$ cat config.mk
export PLATFORM = sky130hd
export DESIGN_NAME = vga_timing_receiver
export DESIGN_NICKNAME = d
export VERILOG_FILES = /design/src/rtl/vga_timing_pkg.sv /design/src/rtl/vga_sync_edge_detect.sv /design/src/rtl/vga_timing_receiver.sv
export SDC_FILE = /design/constraint.sdc
export NUM_CORES = 1
export LEC_CHECK = 0
export CORE_MARGIN = 8
export CORE_UTILIZATION = 40
export DETAILED_ROUTE_END_ITERATION = 7
export GPL_TIMING_DRIVEN = 0
export PLACE_DENSITY = 0.7
export SLEW_MARGIN = 15
export SYNTH_ARGS = -nofsm -noshare
export SYNTH_HDL_FRONTEND = slang
export SYNTH_SLANG_ARGS = --single-unit
$ cat constraint.sdc
create_clock -name clk -period 3.1 [get_ports clk]
set_input_delay 0.465 -clock clk [delete_from_list [all_inputs] [get_ports clk]]
set_output_delay 0.465 -clock clk [all_outputs]
set_load 0.03 [all_outputs]
$ cat src/rtl/vga_timing_pkg.sv
// Shared 640x480@60 timing constants, receiver FSM states and the RGB444 pixel type
// for the VGA sink-side timing receiver.
package vga_timing_pkg;

  localparam int   H_TOTAL     = 800;
  localparam int   H_BACK      = 144;
  localparam int   H_ACTIVE    = 640;
  localparam int   V_TOTAL     = 525;
  localparam int   V_BACK      = 35;
  localparam int   V_ACTIVE    = 480;
  localparam logic SYNC_ACTIVE = 1'b0;
  localparam int   LOCK_FRAMES = 2;

  typedef enum logic [1:0] {
    SEARCH,
    VERIFY,
    LOCKED
  } rx_state_t;

  typedef struct packed {
    logic [3:0] r;
    logic [3:0] g;
    logic [3:0] b;
  } rgb444_t;

endpackage

$ cat src/rtl/vga_sync_edge_detect.sv
// Two-flop sampler for one sync pin; pulses lead_edge while the newest sample is
// the first one at the active level.
module vga_sync_edge_detect
  import vga_timing_pkg::*;
#(
  parameter logic ACTIVE_LEVEL = SYNC_ACTIVE
) (
  input  logic clk,
  input  logic reset,
  input  logic sync_pin,
  output logic lead_edge
);

  logic s1;
  logic s2;

  // NOTE: sequential state uses non-blocking assignments so s2 always sees the
  // pre-edge value of s1 regardless of statement order.
  always_ff @(posedge clk or negedge reset) begin
    if (!reset) begin
      s1 <= 1'b0;
      s2 <= 1'b0;
    end else begin
      s1 <= sync_pin;
      s2 <= s1;
    end
  end

  assign lead_edge = (s1 == ACTIVE_LEVEL) && (s2 != ACTIVE_LEVEL);

endmodule

$ cat src/rtl/vga_timing_receiver.sv
// VGA sink: measures line/frame timing, locks to the configured format and
// recovers per-pixel coordinates and colour one register stage behind the pins.
module vga_timing_receiver
  import vga_timing_pkg::*;
#(
  parameter int   H_TOTAL     = vga_timing_pkg::H_TOTAL,
  parameter int   H_BACK      = vga_timing_pkg::H_BACK,
  parameter int   H_ACTIVE    = vga_timing_pkg::H_ACTIVE,
  parameter int   V_TOTAL     = vga_timing_pkg::V_TOTAL,
  parameter int   V_BACK      = vga_timing_pkg::V_BACK,
  parameter int   V_ACTIVE    = vga_timing_pkg::V_ACTIVE,
  parameter logic SYNC_ACTIVE = vga_timing_pkg::SYNC_ACTIVE,
  parameter int   LOCK_FRAMES = vga_timing_pkg::LOCK_FRAMES
) (
  input  logic        clk,
  input  logic        reset,
  input  logic        vga_h_sync,
  input  logic        vga_v_sync,
  input  logic [3:0]  vga_R,
  input  logic [3:0]  vga_G,
  input  logic [3:0]  vga_B,
  output logic [9:0]  pixel_x,
  output logic [9:0]  pixel_y,
  output logic [11:0] pixel_rgb,
  output logic        pixel_valid,
  output logic        frame_start,
  output logic        locked,
  output logic        timing_error,
  output logic [10:0] line_length,
  output logic [9:0]  frame_lines
);

  localparam logic [10:0] H_LEN     = 11'(H_TOTAL);
  localparam logic [10:0] H_TMO     = 11'(2 * H_TOTAL);
  localparam logic [10:0] H_BEG     = 11'(H_BACK);
  localparam logic [10:0] H_END     = 11'(H_BACK + H_ACTIVE - 1);
  localparam logic [9:0]  V_LEN     = 10'(V_TOTAL);
  localparam logic [9:0]  V_BEG     = 10'(V_BACK);
  localparam logic [9:0]  V_END     = 10'(V_BACK + V_ACTIVE - 1);
  localparam logic [3:0]  LOCK_CNT  = 4'(LOCK_FRAMES);
  localparam logic [10:0] H_MAX     = 11'h7ff;
  localparam logic [9:0]  V_MAX     = 10'h3ff;

  logic      hs_edge;
  logic      vs_edge;
  rgb444_t   rgb_s1;

  vga_sync_edge_detect #(.ACTIVE_LEVEL(SYNC_ACTIVE)) u_hs_edge (
    .clk       (clk),
    .reset     (reset),
    .sync_pin  (vga_h_sync),
    .lead_edge (hs_edge)
  );

  vga_sync_edge_detect #(.ACTIVE_LEVEL(SYNC_ACTIVE)) u_vs_edge (
    .clk       (clk),
    .reset     (reset),
    .sync_pin  (vga_v_sync),
    .lead_edge (vs_edge)
  );

  always_ff @(posedge clk or negedge reset) begin
    if (!reset) rgb_s1 <= '0;
    else        rgb_s1 <= '{r: vga_R, g: vga_G, b: vga_B};
  end

  logic [10:0] h_idx, h_nxt, period;
  logic [9:0]  v_cnt, v_nxt, lines_now;
  logic        have_h, line_bad;
  logic        h_bad, v_bad, timeout;

  // h_nxt/v_nxt are the indices of the sample now sitting in the s1 stage.
  // NOTE: every always_comb output gets a default first so no path leaves a
  // variable unassigned and infers a latch.
  always_comb begin
    h_nxt = (h_idx == H_MAX) ? h_idx : h_idx + 11'd1;
    if (hs_edge) h_nxt = '0;
    v_nxt = v_cnt;
    if (vs_edge)                       v_nxt = '0;
    else if (hs_edge && v_cnt != V_MAX) v_nxt = v_cnt + 10'd1;
  end

  assign period    = h_idx + 11'd1;
  assign lines_now = v_cnt + 10'd1;
  assign h_bad     = hs_edge && have_h && (period != H_LEN);
  assign v_bad     = vs_edge && (lines_now != V_LEN);
  assign timeout   = (h_nxt == H_TMO);

  always_ff @(posedge clk or negedge reset) begin
    if (!reset) begin
      h_idx       <= '0;
      v_cnt       <= '0;
      have_h      <= 1'b0;
      line_bad    <= 1'b0;
      line_length <= '0;
      frame_lines <= '0;
    end else begin
      h_idx <= h_nxt;
      v_cnt <= v_nxt;
      if (hs_edge && have_h) line_length <= period;
      if (timeout)           have_h <= 1'b0;
      else if (hs_edge)      have_h <= 1'b1;
      if (vs_edge)           frame_lines <= lines_now;
      if (vs_edge)           line_bad <= 1'b0;
      else if (h_bad)        line_bad <= 1'b1;
    end
  end

  rx_state_t  state, state_nxt;
  logic [3:0] good, good_nxt;
  logic       err_nxt;

  always_ff @(posedge clk or negedge reset) begin
    if (!reset) begin
      state        <= SEARCH;
      good         <= '0;
      timing_error <= 1'b0;
    end else begin
      state        <= state_nxt;
      good         <= good_nxt;
      timing_error <= err_nxt;
    end
  end

  // A bad period measured on the hsync edge coincident with vsync still counts
  // against the frame being closed.
  always_comb begin
    state_nxt = state;
    good_nxt  = good;
    err_nxt   = 1'b0;
    unique case (state)
      SEARCH: begin
        if (vs_edge) begin
          state_nxt = VERIFY;
          good_nxt  = '0;
        end
      end
      VERIFY: begin
        if (vs_edge) begin
          if (!(line_bad || h_bad) && lines_now == V_LEN) begin
            good_nxt = good + 4'd1;
            if (good_nxt == LOCK_CNT) state_nxt = LOCKED;
          end else begin
            good_nxt = '0;
          end
        end
      end
      LOCKED: begin
        if (h_bad || v_bad || timeout) begin
          state_nxt = SEARCH;
          good_nxt  = '0;
          err_nxt   = 1'b1;
        end
      end
      default: state_nxt = SEARCH;
    endcase
  end

  assign locked = (state == LOCKED);

  always_ff @(posedge clk or negedge reset) begin
    if (!reset) begin
      pixel_x     <= '0;
      pixel_y     <= '0;
      pixel_rgb   <= '0;
      pixel_valid <= 1'b0;
      frame_start <= 1'b0;
    end else begin
      pixel_x     <= 10'(h_nxt - H_BEG);
      pixel_y     <= v_nxt - V_BEG;
      pixel_rgb   <= rgb_s1;
      pixel_valid <= locked && (h_nxt >= H_BEG) && (h_nxt <= H_END)
                            && (v_nxt >= V_BEG) && (v_nxt <= V_END);
      frame_start <= vs_edge;
    end
  end

endmodule

==> results.json, run 1 <==
{
  "status": "finished, final reports clean",
  "pre_cts_ws_ns": -0.117,
  "yosysUniqueCellTypes": 62,
  "multi_input_area_mm2": 0.00176,
  "fill_cells": 1021,
  "dieWidth_um": 121,
  "postCtsHoldBufs": 0,
  "reg2reg_slack_ns": 0.24,
  "die_h_um": 121,
  "die_area_mm2": 0.0147,
  "whs_ns": 0.0521,
  "crit_arrival_ns": 3.15,
  "slew_headroom_pct": 52.5,
  "wire_per_inst_um": 15.8,
  "async_reset_ff_share_pct": 100,
  "n_antenna_cell": 0,
  "drc_errors": 0,
  "cp-end-kind": "register",
  "p_leak_nw": 2.40,
  "tns_ns": 0,
  "fmax_mhz": 349,
  "fin_nets": 527,
  "max_cap_violations": 0,
  "hold_path_class": "in -> async",
  "final_antenna_net_count": 0,
  "place_area_mm2": 0.00534,
  "synth_area_leaders": "dfrtp_1, xor2_1, nand2_1",
  "clock_skew_ns": 0.00776,
  "globalplace.congestion": 0.864,
  "postSynthAreaPerCell_um2": 10.6,
  "syn-num-nets": 443,
  "hpwl_um": 7400,
  "critPathKind": "reg -> reg",
  "postLayoutSetupSlackWorst_ns": 0.235,
  "cts_max_path_buffers": 2,
  "cts_inserted_buffers": 9,
  "root_buffer": "clkbuf_8",
  "yosysTopAreaCell": "dfrtp_1",
  "cts_tree": "done",
  "r2r_cells": 11,
  "grt_pass1_wl_um": 16900,
  "ys_seq_elements": 97,
  "finalCritPeriodShare_pct": 92.4,
  "synth_warnings": 0,
  "coreArea_mm2": 0.0108,
  "antenna_found_initial": 0,
  "rsz0062_at_grt": "false",
  "drive_gt1_share_pct": 12.1,
  "finalCriticalPeriod_ns": 2.86,
  "postCtsSetupBuffers": 0,
  "grt_pass1_vias": 3406,
  "grtUsageTotal_pct": 14.5,
  "final_cell_area_mm2": 0.00557,
  "finalMaxSlewViolations": 0,
  "clock_latency_ns": 0.37,
  "synthToLayoutAreaGrowth_pct": 25.9,
  "ir_drop_v": 0.000353,
  "dr.pass1.iters": 4,
  "regArea_mm2": 0.00243,
  "tightest_slew_ns": 0.707,
  "viasPerCell": 5.15,
  "synth_edf_count": 0,
  "wl_um": 10200,
  "overflow": 0,
  "yosysTopAreaCellShare_pct": 54.9,
  "reg2reg_from": "v_cnt[0]",
  "drt_iter0_drc": 251,
  "power_mw": 3.06,
  "clk_pin_slew_worst_paths_ns": 0.09,
  "worstReg2RegEnd": "pixel_valid",
  "grt_max_degree": 62,
  "synth_flop_cell": "dfrtp_1",
  "num_vias": 3328,
  "port_buffers": 72,
  "h-tree-depth": 3,
  "syn_area_mm2": 0.00442,
  "setup_viol": 0,
  "final_hold_viol_count": 0,
  "num_io_pins": 73,
  "rows": 38,
  "clock_sinks": 97,
  "cp_data_required_time_ns": 3.39,
  "synth-seq-area-share_pct": 54.9,
  "crit_fanout": 9,
  "start_util_pct": 40.9,
  "power_density_mw_per_mm2": 550,
  "syn_inst": 417,
  "start_kind": "register"
}
## through the flow
stage | util [%] | instances
2_1_floorplan | - | 417
3_3_place_gp | 49.2 | 629
3_5_place_dp | 49.5 | 630
4_1_cts | 51.5 | 646
5_1_grt | 51.6 | 646
6_report | 51.6 | 646
## cell usage after synthesis, types with 2 or more instances
cell       instances
nand3_2            2
a211o_1            2
nand4_1           12
nor3_1            10
inv_1             17
ha_1              10
or3_1              4
a21oi_1           12
o22ai_1            2
and3_1             3
mux2i_1            5
nand2b_1           4
o2111ai_1          2
nand3_1           14
a211oi_1           2
nor2b_1            3
a31oi_1            3
or2_2              5
buf_6              3
xor2_1            22
nand2_1           51
buf_2              9
xnor2_1           13
buf_4              7
mux2_2             2
nor3b_1            3
or4_1              2
and2_1             2
clkbuf_1           7
nor2_1            26
o21ai_0           29
and3b_1            3
dfrtp_1           97
## power by group
group | total (mW) | internal (mW) | switching (mW)
Combinational | 0.733 | 0.302 | 0.431
Sequential | 1.44 | 1.37 | 0.0669
Clock | 0.890 | 0.454 | 0.436
Total | 3.06 | 2.13 | 0.934
## cells by family after synthesis
| group | count (synthesis) | synth area share, % |
|---|---|---|
| AO/OA/AOI/OAI | 71 | 10.7 |
| XOR/XNOR | 35 | 6.94 |
| adder cells (fa/ha/maj) | 10 | 2.83 |
| buffers and inverters | 45 | 5.21 |
| flip-flops | 97 | 54.9 |
| multiplexers | 7 | 1.64 |
| AND/OR/NAND/NOR | 152 | 17.8 |
## cell usage in the layout, fill, tap and decap left out, types with 3 or more instances in the layout
cell             Yosys  final
a21oi_1             12     12
a31oi_1              3      3
and3_1               3      3
and3b_1              3      3
buf_2                9      9
buf_4                7      8
buf_6                3      3
clkbuf_1             7      5
clkbuf_2             1      3
clkbuf_8             0      9
clkdlybuf4s50_1      0     71
dfrtp_1             97     96
ha_1                10      9
inv_1               17     17
mux2i_1              5      5
nand2_1             51     51
nand2b_1             4      4
nand3_1             14     14
nand4_1             12     12
nor2_1              26     26
nor2b_1              3      3
nor3_1              10     10
nor3b_1              3      3
o21ai_0             29     29
or2_2                5      5
or3_1                4      4
xnor2_1             13     13
xor2_1              22     22
## how the worst max path moves through the flow
stage | start | endpoint | cells past startpoint
floorplan | v_cnt[0] | pixel_valid | 11
global placement | reset | good[0] | 1
detailed placement | u_vs_edge.s1 | pixel_valid | 12
CTS | u_vs_edge.s1 | pixel_y[8] | 12
global route | pixel_x[1] | good[3] | 11
finish | v_cnt[0] | pixel_valid | 11
## cell type report
| class | instances | area share [%] |
|---|---|---|
| repair buffers | 73 | 13.4 |
| clock inverters | 7 | 1.71 |
| flip-flops and latches | 97 | 43.6 |
| inverters | 17 | 1.15 |
| plain buffers | 28 | 3.04 |
| clock buffers | 9 | 2.23 |
| multi-input cells | 275 | 31.7 |
| well taps | 140 | 3.15 |
## layer usage
metal | vias to the layer above | wire, µm | track usage, %
met4 | 0 | 70 | 5.31
met3 | 6 | 670 | 5.21
met2 | 93 | 5050 | 23.7
met1 | 1637 | 4400 | 17.2
li1 | 1592 | - | -
met5 | - | 0 | 0
## sequential cells by signal, indices dropped and copies added (netlist names), 2 cells and up
register,flops
pixel_rgb,12
pixel_x,10
pixel_y,10
line_length,11
v_cnt,10
h_idx,7
rgb_s1,12
good,4
state,2
frame_lines,10
## timing repair
item / CTS / global route
pin swaps: 0 / 0
endpoints found under the setup margin: 3 / 8
endpoints found under the hold margin: 0 / 0
gates resized for setup: 1 / 4
## critical path, stage by stage (launching register included)
cell      delay [ns]
dfrtp_1         0.49
ha_1            0.19
buf_4           0.16
nand4_4         0.16
o31a_1          0.34
buf_6           0.15
mux2i_1         0.14
nor2_1          0.19
ha_1            0.20
o31ai_1         0.09
or4_4           0.43
a211oi_2        0.24
Power figures use the tool's default switching activity.
==> run 2, diff against run 1 <==
--- a/config.mk
+++ b/config.mk
@@ -7,6 +7,7 @@
 export LEC_CHECK = 0
 export CORE_MARGIN = 8
 export CORE_UTILIZATION = 40
+export CTS_CLUSTER_SIZE = 40
 export DETAILED_ROUTE_END_ITERATION = 7
 export GPL_TIMING_DRIVEN = 0
 export PLACE_DENSITY = 0.7
==> results of run 2 <==
Final layout, timing and power as in run 1 (identical DEF).
==> run 3, diff against run 2 <==
--- a/config.mk
+++ b/config.mk
@@ -11,6 +11,7 @@
 export DETAILED_ROUTE_END_ITERATION = 7
 export GPL_TIMING_DRIVEN = 0
 export PLACE_DENSITY = 0.7
+export RECOVER_POWER = 50
 export SLEW_MARGIN = 15
 export SYNTH_ARGS = -nofsm -noshare
 export SYNTH_HDL_FRONTEND = slang
==> run 3 against run 2 <==
The run now ends with capacitance limit, slew limit left. Via count decreased by 0.36%. Critical path depth unchanged. Sequential share of layout area increased by 0.19 points.
==> results.json, run 3 (synthesis gave the netlist of run 1 again) <==
{
  "fmax_mhz": 348,
  "layout_common_cells": "dfrtp_1, clkdlybuf4s50_1, nand2_1",
  "postLayoutSetupSlackWorst_ns": 0.229,
  "met1_length_um": 4470,
  "postCtsHoldBufs": 0,
  "p_leak_nw": 2.39,
  "dr_wl_met2_um": 5000,
  "status": "finished with violations",
  "crit_path_frequent_cell": "ha_1",
  "dieWidth_um": 121,
  "start_kind": "register",
  "finalCriticalPeriod_ns": 2.87,
  "coreArea_mm2": 0.0108,
  "final_common_cell": "dfrtp_1",
  "overflow": 0,
  "clock_latency_ns": 0.38,
  "fill_cells": 1024,
  "worstPathCellList": "ha_1 -> buf_4 -> nand4_4 -> o31a_1 -> buf_6 -> mux2i_1 -> nor2_1 -> ha_1 -> o31ai_1 -> or4_4 -> a211oi_2",
  "cts_inserted_buffers": 9,
  "fin_nets": 527,
  "drt_iter0_drc": 308,
  "grt_pass1_wl_um": 16900,
  "wl_um": 10200,
  "hold_path_class": "reg -> reg",
  "port_buffers": 72,
  "hpwl_um": 7400,
  "finalCritPeriodShare_pct": 92.6,
  "wire_per_inst_um": 15.8,
  "min_path_cells": 0,
  "reg_top3": "pixel_rgb x12, rgb_s1 x12, line_length x11",
  "critPathKind": "reg -> reg",
  "grtUsageTotal_pct": 14.5,
  "globalplace.congestion": 0.864,
  "antenna_found_initial": 0,
  "setup_viol": 0,
  "drc_errors": 0,
  "power_density_mw_per_mm2": 552,
  "num_io_pins": 73,
  "wl_met3_um": 596,
  "grt_pass1_vias": 3406,
  "place_area_mm2": 0.00534,
  "regArea_mm2": 0.00243,
  "pre_cts_ws_ns": -0.117,
  "clk_pin_slew_worst_paths_ns": 0.09,
  "max_cap_violations": 1,
  "drive_gt1_share_pct": 11.9,
  "finalMaxSlewViolations": 38,
  "r2r_cells": 11,
  "slowest_stage": "dfrtp_1",
  "dr.pass1.iters": 4,
  "viasPerCell": 5.13,
  "crit_fanout": 9,
  "cp-end-kind": "register",
  "synthToLayoutAreaGrowth_pct": 25.4,
  "whs_ns": 0.354,
  "ir_drop_v": 0.000354,
  "slew_headroom_pct": -27.3,
  "top_layer_used": "met4",
  "die_area_mm2": 0.0147,
  "clock_sinks": 97,
  "cp_data_required_time_ns": 3.39,
  "tns_ns": 0,
  "h-tree-depth": 3,
  "cts_max_path_buffers": 2,
  "tightest_slew_ns": 1.91,
  "crit_arrival_ns": 3.16,
  "num_vias": 3316,
  "final_hold_viol_count": 0,
  "n_antenna_cell": 0,
  "multi_input_area_mm2": 0.00176,
  "die_h_um": 121,
  "clock_skew_ns": 0.00768,
  "rows": 38,
  "root_buffer": "clkbuf_8",
  "start_util_pct": 40.9,
  "grt_max_degree": 62,
  "rsz0062_at_grt": "false",
  "postCtsSetupBuffers": 0,
  "critPathMaxStageDelay_ns": 0.49,
  "final_antenna_net_count": 0,
  "cts_tree": "done",
  "final_cell_area_mm2": 0.00554,
  "final_core_util_pct": 51.3,
  "violations": "capacitance limit, slew limit"
}
[run 3: what timing repair did]
item                                   4_1_cts  5_1_grt
gates resized for setup                      1        4
setup endpoints to repair                    3        8
endpoints found under the hold margin        0        0
[run 3: power breakdown]
| group | total [mW] | switching (mW) | internal [mW] |
|---|---|---|---|
| combinational | 0.725 | 0.430 | 0.295 |
| sequential | 1.44 | 0.0669 | 1.37 |
| clock | 0.896 | 0.442 | 0.454 |
[run 3: layout make-up]
type / count / area share [%]
well taps: 140 / 3.16
repair buffers: 73 / 13.0
clock buffers: 9 / 2.24
flip-flops and latches: 97 / 43.8
inverters: 17 / 1.15
clock inverters: 7 / 1.72
multi-input cells: 275 / 31.8
plain buffers: 28 / 3.05
[run 3: worst paths after layout]
kind	slack, ns	start	to
setup / recovery	0.23	v_cnt[0]	pixel_valid
hold / removal	0.35	rgb_s1[4]	pixel_rgb[4]
setup reg to reg	0.23	v_cnt[0]	pixel_valid
hold reg to reg	0.35	rgb_s1[4]	pixel_rgb[4]
max in group asynchronous	0.66	reset	pixel_x[1]
min in group asynchronous	0.60	reset	pixel_rgb[4]
[run 3: routing by layer]
metal / GRT usage (%) / vias up
met4: 5.31 / 0
li1: - / 1590
met5: 0 / -
met1: 17.2 / 1633
met3: 5.21 / 10
met2: 23.7 / 83
[run 3: per-stage QoR]
step / cells / power [mW]
after floorplan: 417 / 1.89
after global placement: 629 / 2.18
after detailed placement: 630 / 2.20
after CTS: 646 / 3.11
after global routing: 646 / 3.21
final: 646 / 3.06
[run 3: critical path: cells and delay by family, from the launching register on]
family / cells / cell delay, ns
flip-flops: 1 / 0.49
AND/OR/NAND/NOR: 3 / 0.78
adder cells (fa/ha/maj): 2 / 0.39
buffers and inverters: 2 / 0.31
AO/OA/AOI/OAI: 3 / 0.67
multiplexers: 1 / 0.14
